[src/rtl/jk_ctrl_pkg.sv]
// Shared opcodes, FSM state encoding and toggle-mask helpers for the JK bank controller.
package jk_ctrl_pkg;

  localparam int unsigned MAX_WIDTH = 16;

  localparam logic [2:0] OP_HOLD   = 3'd0;
  localparam logic [2:0] OP_LOAD   = 3'd1;
  localparam logic [2:0] OP_CLEAR  = 3'd2;
  localparam logic [2:0] OP_SET    = 3'd3;
  localparam logic [2:0] OP_TOGGLE = 3'd4;
  localparam logic [2:0] OP_INC    = 3'd5;
  localparam logic [2:0] OP_DEC    = 3'd6;
  localparam logic [2:0] OP_ILL    = 3'd7;

  typedef enum logic [1:0] {
    ST_IDLE  = 2'd0,
    ST_APPLY = 2'd1,
    ST_CHECK = 2'd2
  } state_e;

  // Bit i toggles on increment when every lower bit is 1.
  function automatic logic [MAX_WIDTH-1:0] f_inc_mask(input logic [MAX_WIDTH-1:0] q);
    logic [MAX_WIDTH-1:0] t;
    t[0] = 1'b1;
    for (int i = 1; i < MAX_WIDTH; i++) t[i] = t[i-1] & q[i-1];
    return t;
  endfunction

  // Bit i toggles on decrement when every lower bit is 0.
  function automatic logic [MAX_WIDTH-1:0] f_dec_mask(input logic [MAX_WIDTH-1:0] q);
    logic [MAX_WIDTH-1:0] t;
    t[0] = 1'b1;
    for (int i = 1; i < MAX_WIDTH; i++) t[i] = t[i-1] & ~q[i-1];
    return t;
  endfunction

endpackage

[src/rtl/jk_bank_ctrl.sv]
// Command sequencer for a JK flip-flop bank: decodes one command into a single-cycle J/K/enable
// pulse, then checks the bank feedback against the expected value and reports done/err.
module jk_bank_ctrl #(
  parameter int unsigned WIDTH = 4
) (
  input  logic             clk,
  input  logic             rst_n,
  input  logic             cmd_valid,
  output logic             cmd_ready,
  input  logic [2:0]       cmd_op,
  input  logic [WIDTH-1:0] cmd_data,
  output logic [WIDTH-1:0] jk_j,
  output logic [WIDTH-1:0] jk_k,
  output logic             jk_en,
  input  logic [WIDTH-1:0] q_in,
  output logic             done,
  output logic             err,
  output logic [WIDTH-1:0] q_exp
);
  import jk_ctrl_pkg::*;

  state_e           r_state, w_state_d;
  logic             r_ready, w_ready_d;
  logic             r_en, w_en_d;
  logic             r_done, w_done_d;
  logic             r_err, w_err_d;
  logic             r_ill, w_ill_d;
  logic [WIDTH-1:0] r_j, w_j_d;
  logic [WIDTH-1:0] r_k, w_k_d;
  logic [WIDTH-1:0] r_q_exp, w_q_exp_d;

  logic [MAX_WIDTH-1:0] w_q16, w_inc16, w_dec16;
  logic [WIDTH-1:0]     w_inc, w_dec;
  logic                 w_accept;

  assign w_q16    = MAX_WIDTH'(q_in);
  assign w_inc16  = f_inc_mask(w_q16);
  assign w_dec16  = f_dec_mask(w_q16);
  assign w_inc    = w_inc16[WIDTH-1:0];
  assign w_dec    = w_dec16[WIDTH-1:0];
  assign w_accept = cmd_valid && r_ready;

  always_comb begin
    w_state_d = r_state;
    w_ready_d = r_ready;
    w_en_d    = 1'b0;
    w_done_d  = 1'b0;
    w_err_d   = 1'b0;
    w_ill_d   = r_ill;
    w_j_d     = '0;
    w_k_d     = '0;
    w_q_exp_d = r_q_exp;
    unique case (r_state)
      ST_IDLE: begin
        w_ready_d = 1'b1;
        if (w_accept) begin
          w_ready_d = 1'b0;
          w_ill_d   = 1'b0;
          w_en_d    = 1'b1;
          w_state_d = ST_APPLY;
          unique case (cmd_op)
            OP_HOLD:   begin w_q_exp_d = q_in; end
            OP_LOAD:   begin w_j_d = cmd_data; w_k_d = ~cmd_data; w_q_exp_d = cmd_data; end
            OP_CLEAR:  begin w_k_d = '1; w_q_exp_d = '0; end
            OP_SET:    begin w_j_d = '1; w_q_exp_d = '1; end
            OP_TOGGLE: begin w_j_d = cmd_data; w_k_d = cmd_data; w_q_exp_d = q_in ^ cmd_data; end
            OP_INC:    begin w_j_d = w_inc; w_k_d = w_inc; w_q_exp_d = q_in + 1'b1; end
            OP_DEC:    begin w_j_d = w_dec; w_k_d = w_dec; w_q_exp_d = q_in - 1'b1; end
            default: begin
              // Illegal opcode skips the bank entirely and is flagged at completion.
              w_en_d    = 1'b0;
              w_ill_d   = 1'b1;
              w_q_exp_d = q_in;
              w_state_d = ST_CHECK;
            end
          endcase
        end
      end
      ST_APPLY: w_state_d = ST_CHECK;
      ST_CHECK: begin
        w_done_d  = 1'b1;
        w_err_d   = r_ill || (q_in != r_q_exp);
        w_ready_d = 1'b1;
        w_state_d = ST_IDLE;
      end
      default: begin
        w_ready_d = 1'b0;
        w_state_d = ST_IDLE;
      end
    endcase
  end

  always_ff @(posedge clk or negedge rst_n) begin
    if (!rst_n) begin
      r_state <= ST_IDLE;
      r_ready <= 1'b0;
      r_en    <= 1'b0;
      r_done  <= 1'b0;
      r_err   <= 1'b0;
      r_ill   <= 1'b0;
      r_j     <= '0;
      r_k     <= '0;
      r_q_exp <= '0;
    end else begin
      r_state <= w_state_d;
      r_ready <= w_ready_d;
      r_en    <= w_en_d;
      r_done  <= w_done_d;
      r_err   <= w_err_d;
      r_ill   <= w_ill_d;
      r_j     <= w_j_d;
      r_k     <= w_k_d;
      r_q_exp <= w_q_exp_d;
    end
  end

  assign cmd_ready = r_ready;
  assign jk_en     = r_en;
  assign jk_j      = r_j;
  assign jk_k      = r_k;
  assign done      = r_done;
  assign err       = r_err;
  assign q_exp     = r_q_exp;

endmodule

[config.mk]
export PLATFORM = sky130hd
export DESIGN_NAME = jk_bank_ctrl
export DESIGN_NICKNAME = d
export VERILOG_FILES = /design/src/rtl/jk_ctrl_pkg.sv /design/src/rtl/jk_bank_ctrl.sv
export SDC_FILE = /design/constraint.sdc
export NUM_CORES = 1
export LEC_CHECK = 0
export CAP_MARGIN = 20
export CORE_MARGIN = 5
export CORE_UTILIZATION = 44
export DETAILED_ROUTE_END_ITERATION = 10
export PLACE_DENSITY = 0.73
export SYNTH_ARGS = -nofsm -noshare
export SYNTH_HDL_FRONTEND = slang
export SYNTH_SLANG_ARGS = --single-unit
[constraint.sdc]
create_clock -name clk -period 3.9 [get_ports clk]
set_input_delay 0.78 -clock clk [delete_from_list [all_inputs] [get_ports clk]]
set_output_delay 0.78 -clock clk [all_outputs]
set_load 0.01 [all_outputs]
# Word-level counts from Yosys, hierarchy flattened
# Index checks and enable logic that the tools add are counted.
# word_totals
mem_bits_ro	0
out_inout_bits	16
mem_count	0
latchBits	0
word_cells	55
ram_bits	0
register_bits	19
inputBits	14
# op_classes
n_eq_ne	10
mul	0
mux	18
addsub	2
shifts	0
reduce_logical	7
n_bitwise	9
magnitude_cmp	0
n_div	0
# ops
op	n
case mux 4 bit (6 select lines)	1
case mux 4 bit (5 select lines)	1
two-way mux 4 bit	4
case mux 4 bit (4 select lines)	1
== test 3 bit, second input constant	3
two-way mux 1 bit	7
OR reduction 7 bit	1
== test 3 x 2 -> 1 bit, second input constant	2
adder 4 x 1 -> 4 bit, second input constant	1
AND 1 bit	4
two-way mux 2 bit	2
inequality test 4 bit	1
NOT 4 bit	1
case mux 2 bit (2 select lines)	1
subtractor 4 x 1 -> 4 bit, second input constant	1
bitwise XOR 4 bit	1
== test 3 x 1 -> 1 bit, second input constant	1
logical NOT 3 bit	1
NOT 1 bit	3
case mux 1 bit (3 select lines)	1
== test 2 x 1 -> 1 bit, second input constant	1
== test 2 bit, second input constant	1
logical NOT 2 bit	1
inequality test 2 bit, second input constant	1
other kinds (4)	4

# Depth between registers and ports, before layout
# depth
depth_word	6
ltp_mapped	11

# Least setup slack after synthesis
# No wires, ideal clock.
# synth_timing
path_type	input port to flip-flop
start	input port cmd_op[1]
end	register r_q_exp[1] (netlist: q_exp[1])
n_path_buf	2
setup_slack_ns	1.535
t_arrival_ns	2.239
path_stages	10
setup_ns	0.126
path_cell_list	buf_2 > nor2b_1 > buf_2 > nand2_1 > xnor2_1 > ha_1 > a22oi_1 > o21ai_0 > a221oi_1 > o21ai_1
# synth_between
elab_chain_len	2
elab_cells_between_ends	7
cone_classes	6 x eq/ne; 1 x mux
# synth_rtl
item	line_no	rtl
start: declaration	jk_bank_ctrl.sv:10	input logic [2:0] cmd_op,
== test 3 bit, or another cell as far along	jk_bank_ctrl.sv:61	unique case (cmd_op)
case mux 4 bit (6 select lines) (*)	jk_bank_ctrl.sv:61	
end signal: assignment	jk_bank_ctrl.sv:113	r_q_exp <= w_q_exp_d;
end: declaration	jk_bank_ctrl.sv:30	logic [WIDTH-1:0] r_q_exp, w_q_exp_d;
# Mark *: on every way between the ends. The rest lies on a longest branch, timed or not.
# A chain may end at the register's enable or synchronous reset.

# Final worst setup path
# Ends and elaborated chain as after synthesis.

==> results.yml <==
yosys:
  netlist_instances: 154
  muxShareOfSynthArea_pct: 2.31
  synthXorXnorAreaFrac_pct: 7.41
  synth_seq_cells: 19
  ys.flop_type: "dfrtp_1"
  synthSimpleGateAreaFrac_pct: 24.8
  ys_seq_area_share_pct: 36.6
  synth_fp_nets: 169
  synth_area_sq_mm: 0.00130
  synth_top_family_by_area: "simple AND/OR/NAND/NOR gates"
  yosys.area_share.adder_pct: 0.962
  yosysUniqueCellTypes: 42
  synth_edf_count: 0
  yosysWarnings: 0
  async_flop_share_pct: 100
  avgSynthCellArea_sq_um: 8.44
  synth-compound-area-share_pct: 19.9
cells_and_area:
  multi_input_area_sq_um: 721
  fin_cells: 205
  n_antenna_cell: 0
  drive_gt1_share_pct: 6.32
  seqCellArea_sq_um: 475
  fill_cells: 279
  utilization_pct: 56.4
  syn_to_final_growth_pct: 21.7
  nNetsFinal: 190
die:
  start_util_pct: 46.3
  dieArea_sq_mm: 0.00414
  rows: 19
  io_pins: 30
  core_sq_mm: 0.00281
  die_w_um: 64.4
  die_y_um: 64.4
timing:
  fin_skew_ps: 3.48
  setup_viol: 0
  slew_headroom_pct: 43.6
  finalHoldViolations: 0
  clock.fmax_ghz: 0.369
  slew_viol_final: 0
  rsz0062_at_grt: "no"
  final.period_utilization_pct: 69.5
  fin_crit_ps: 2710
  finalSetupTns_ps: 0
  tightest_slew_ps: 844
  worst_slack_ps: 1190
power_and_ir_drop:
  clkPwrFrac_pct: 14.4
  p_sw_mw: 0.252
  netSwitchingFraction_pct: 35.3
  p_leak_nw: 0.656
  share_comb_of_total_power_pct: 44.4
  p_seq_share_pct: 41.1
  total_power_mw: 0.715
  ir_drop_mv: 0.131
  p_per_area_mw_per_mm2: 452
  p_int_mw: 0.462
detailed_routing:
  drc: 0
  drtIter0Drc: 41
  dr_total_vias: 1170
  finalWirelength_um: 3010
  via_per_inst: 5.71
  drt_pass1_iterations: 4
  ant_nets: 0
  wire_per_inst_um: 14.7
cts:
  cts_tree: "done"
  root_buffer: "clkbuf_4"
  postCtsHoldBufs: 0
  cts_setup_buffers: 0
  htree_levels: 1
  cts.sink_count: 19
  cts.path.max_buffers: 2
  cts_inserted_buffers: 3
  cts_resized: 0
  clock_latency_ps: 300
  clk_pin_slew_ps: 110
placement:
  gp_congestion: 0.858
  dp.cells: 201
  dp_hpwl_um: 2160
  dp_slack_ps: 871
  portBuffers: 29
global_routing:
  antenna_found_initial: 0
  overflow: 0
  grt_pass1_vias: 1193
  grt_pass1_wl_um: 5290
  grt_util_all_layers_pct: 15.7
  grt_max_degree: 28
setup_path:
  critPathMaxFanout: 8
  crit_path_start_kind: "input pin"
  required_ps: 4080
  setup.worst_path.end_class: "flop"
  arrival_ps: 2890
  worst-setup-path-type: "input pin to flop"
run:
  max_cap_viol_count: 0
outcome:
  status: "completed"
min_path:
  min_path_type: "flop to flop"
-- metrics by stage --
step | instance area, sq um | hold WS, ps
3_3_place_gp | 1560 | 435
2_1_floorplan | 1300 | 418
4_1_cts | 1580 | 462
5_1_grt | 1580 | 506
6_report | 1580 | 455
3_5_place_dp | 1560 | 444
-- flip-flops by register name, summed over array words and instances, names as in the netlist --
name	count
cmd_ready	1
done	1
err	1
jk_en	1
jk_j	4
jk_k	4
q_exp	4
r_ill	1
r_state	2
-- metal layers --
metal / global-route usage [%] / share of wire, %
met1: 19.7 / 44
met2: 26.0 / 50
met3: 1.05 / 3.7
met4: 10.3 / 3.0
met5: 0 / 0
-- worst max-delay path: stages --
cell,delay [ps]
clkdlybuf4s50_1,460
nor2b_1,430
nand2_1,130
xnor2_1,140
ha_1,310
a22oi_1,180
o21ai_0,90
a221oi_1,270
o21ai_1,90
-- area by class of cell --
class | instances | share of cell area (%)
multi-input cells | 117 | 45.6
inverters | 2 | 0.475
repair buffers | 32 | 19.8
well taps | 31 | 2.45
flip-flops and latches | 19 | 30.1
clock buffers | 4 | 1.66
-- cells in the mapped netlist (3+ instances only) --
cell type,count,area [sq um]
xnor2_1,7,61.3
a21oi_1,9,45.0
nor2b_1,6,37.5
buf_2,8,40.0
mux2i_1,3,30.0
o21ai_1,3,15.0
nor2_1,17,63.8
and3_1,3,18.8
clkbuf_1,4,15.0
o21ai_0,10,50.1
dfrtp_1,19,475
nand3_1,3,15.0
xor2_1,4,35.0
nor3_1,7,35.0
nand2_1,15,56.3
buf_6,3,33.8
-- worst paths after layout --
path | to | depth (start not counted) | startpoint | slack (ps)
worst min-delay path | r_state[1]$_DFFE_PN0N_ | 1 | r_state[1]$_DFFE_PN0N_ | 450
min in group asynchronous | done$_DFF_PN0_ | 1 | rst_n | 950
worst min register to register | r_state[1]$_DFFE_PN0N_ | 1 | r_state[1]$_DFFE_PN0N_ | 450
worst max register to register | q_exp[3]$_DFFE_PN0P_ | 4 | r_state[1]$_DFFE_PN0N_ | 2220
worst max-delay path | q_exp[1]$_DFFE_PN0P_ | 9 | cmd_op[1] | 1190
max in group asynchronous | q_exp[3]$_DFFE_PN0P_ | 1 | rst_n | 2440
-- kinds of logic after synthesis --
group / after synthesis
AND/OR/NAND/NOR: 61
AO/OA/AOI/OAI: 41
flip-flops: 19
buffers and inverters: 18
XOR/XNOR: 11
multiplexers: 3
adder cells (fa/ha/maj): 1
-- cell usage in the layout, fill, tap and decap left out, types with 3 or more instances in the layout --
| cell | Yosys | layout |
|---|---|---|
| dfrtp_1 | 19 | 19 |
| xnor2_1 | 7 | 7 |
| o21ai_1 | 3 | 3 |
| clkdlybuf4s50_1 | 0 | 29 |
| clkbuf_4 | 0 | 3 |
| o21ai_0 | 10 | 10 |
| xor2_1 | 4 | 4 |
| nand2_1 | 15 | 15 |
| nor3_1 | 7 | 7 |
| and3_1 | 3 | 3 |
| mux2i_1 | 3 | 3 |
| nor2b_1 | 6 | 6 |
| a21oi_1 | 9 | 9 |
| nand3_1 | 3 | 3 |
| nor2_1 | 17 | 17 |
| buf_4 | 1 | 3 |
-- power groups by stage --
stage	clock, mW	combinational (mW)	sequential, mW
after detailed placement	0	0.320	0.300
after global placement	0	0.313	0.296
final	0.103	0.318	0.294
after global routing	0.111	0.347	0.305
after floorplan	0	0.166	0.318
after CTS	0.103	0.321	0.295
(Power assumes the default switching activity.)
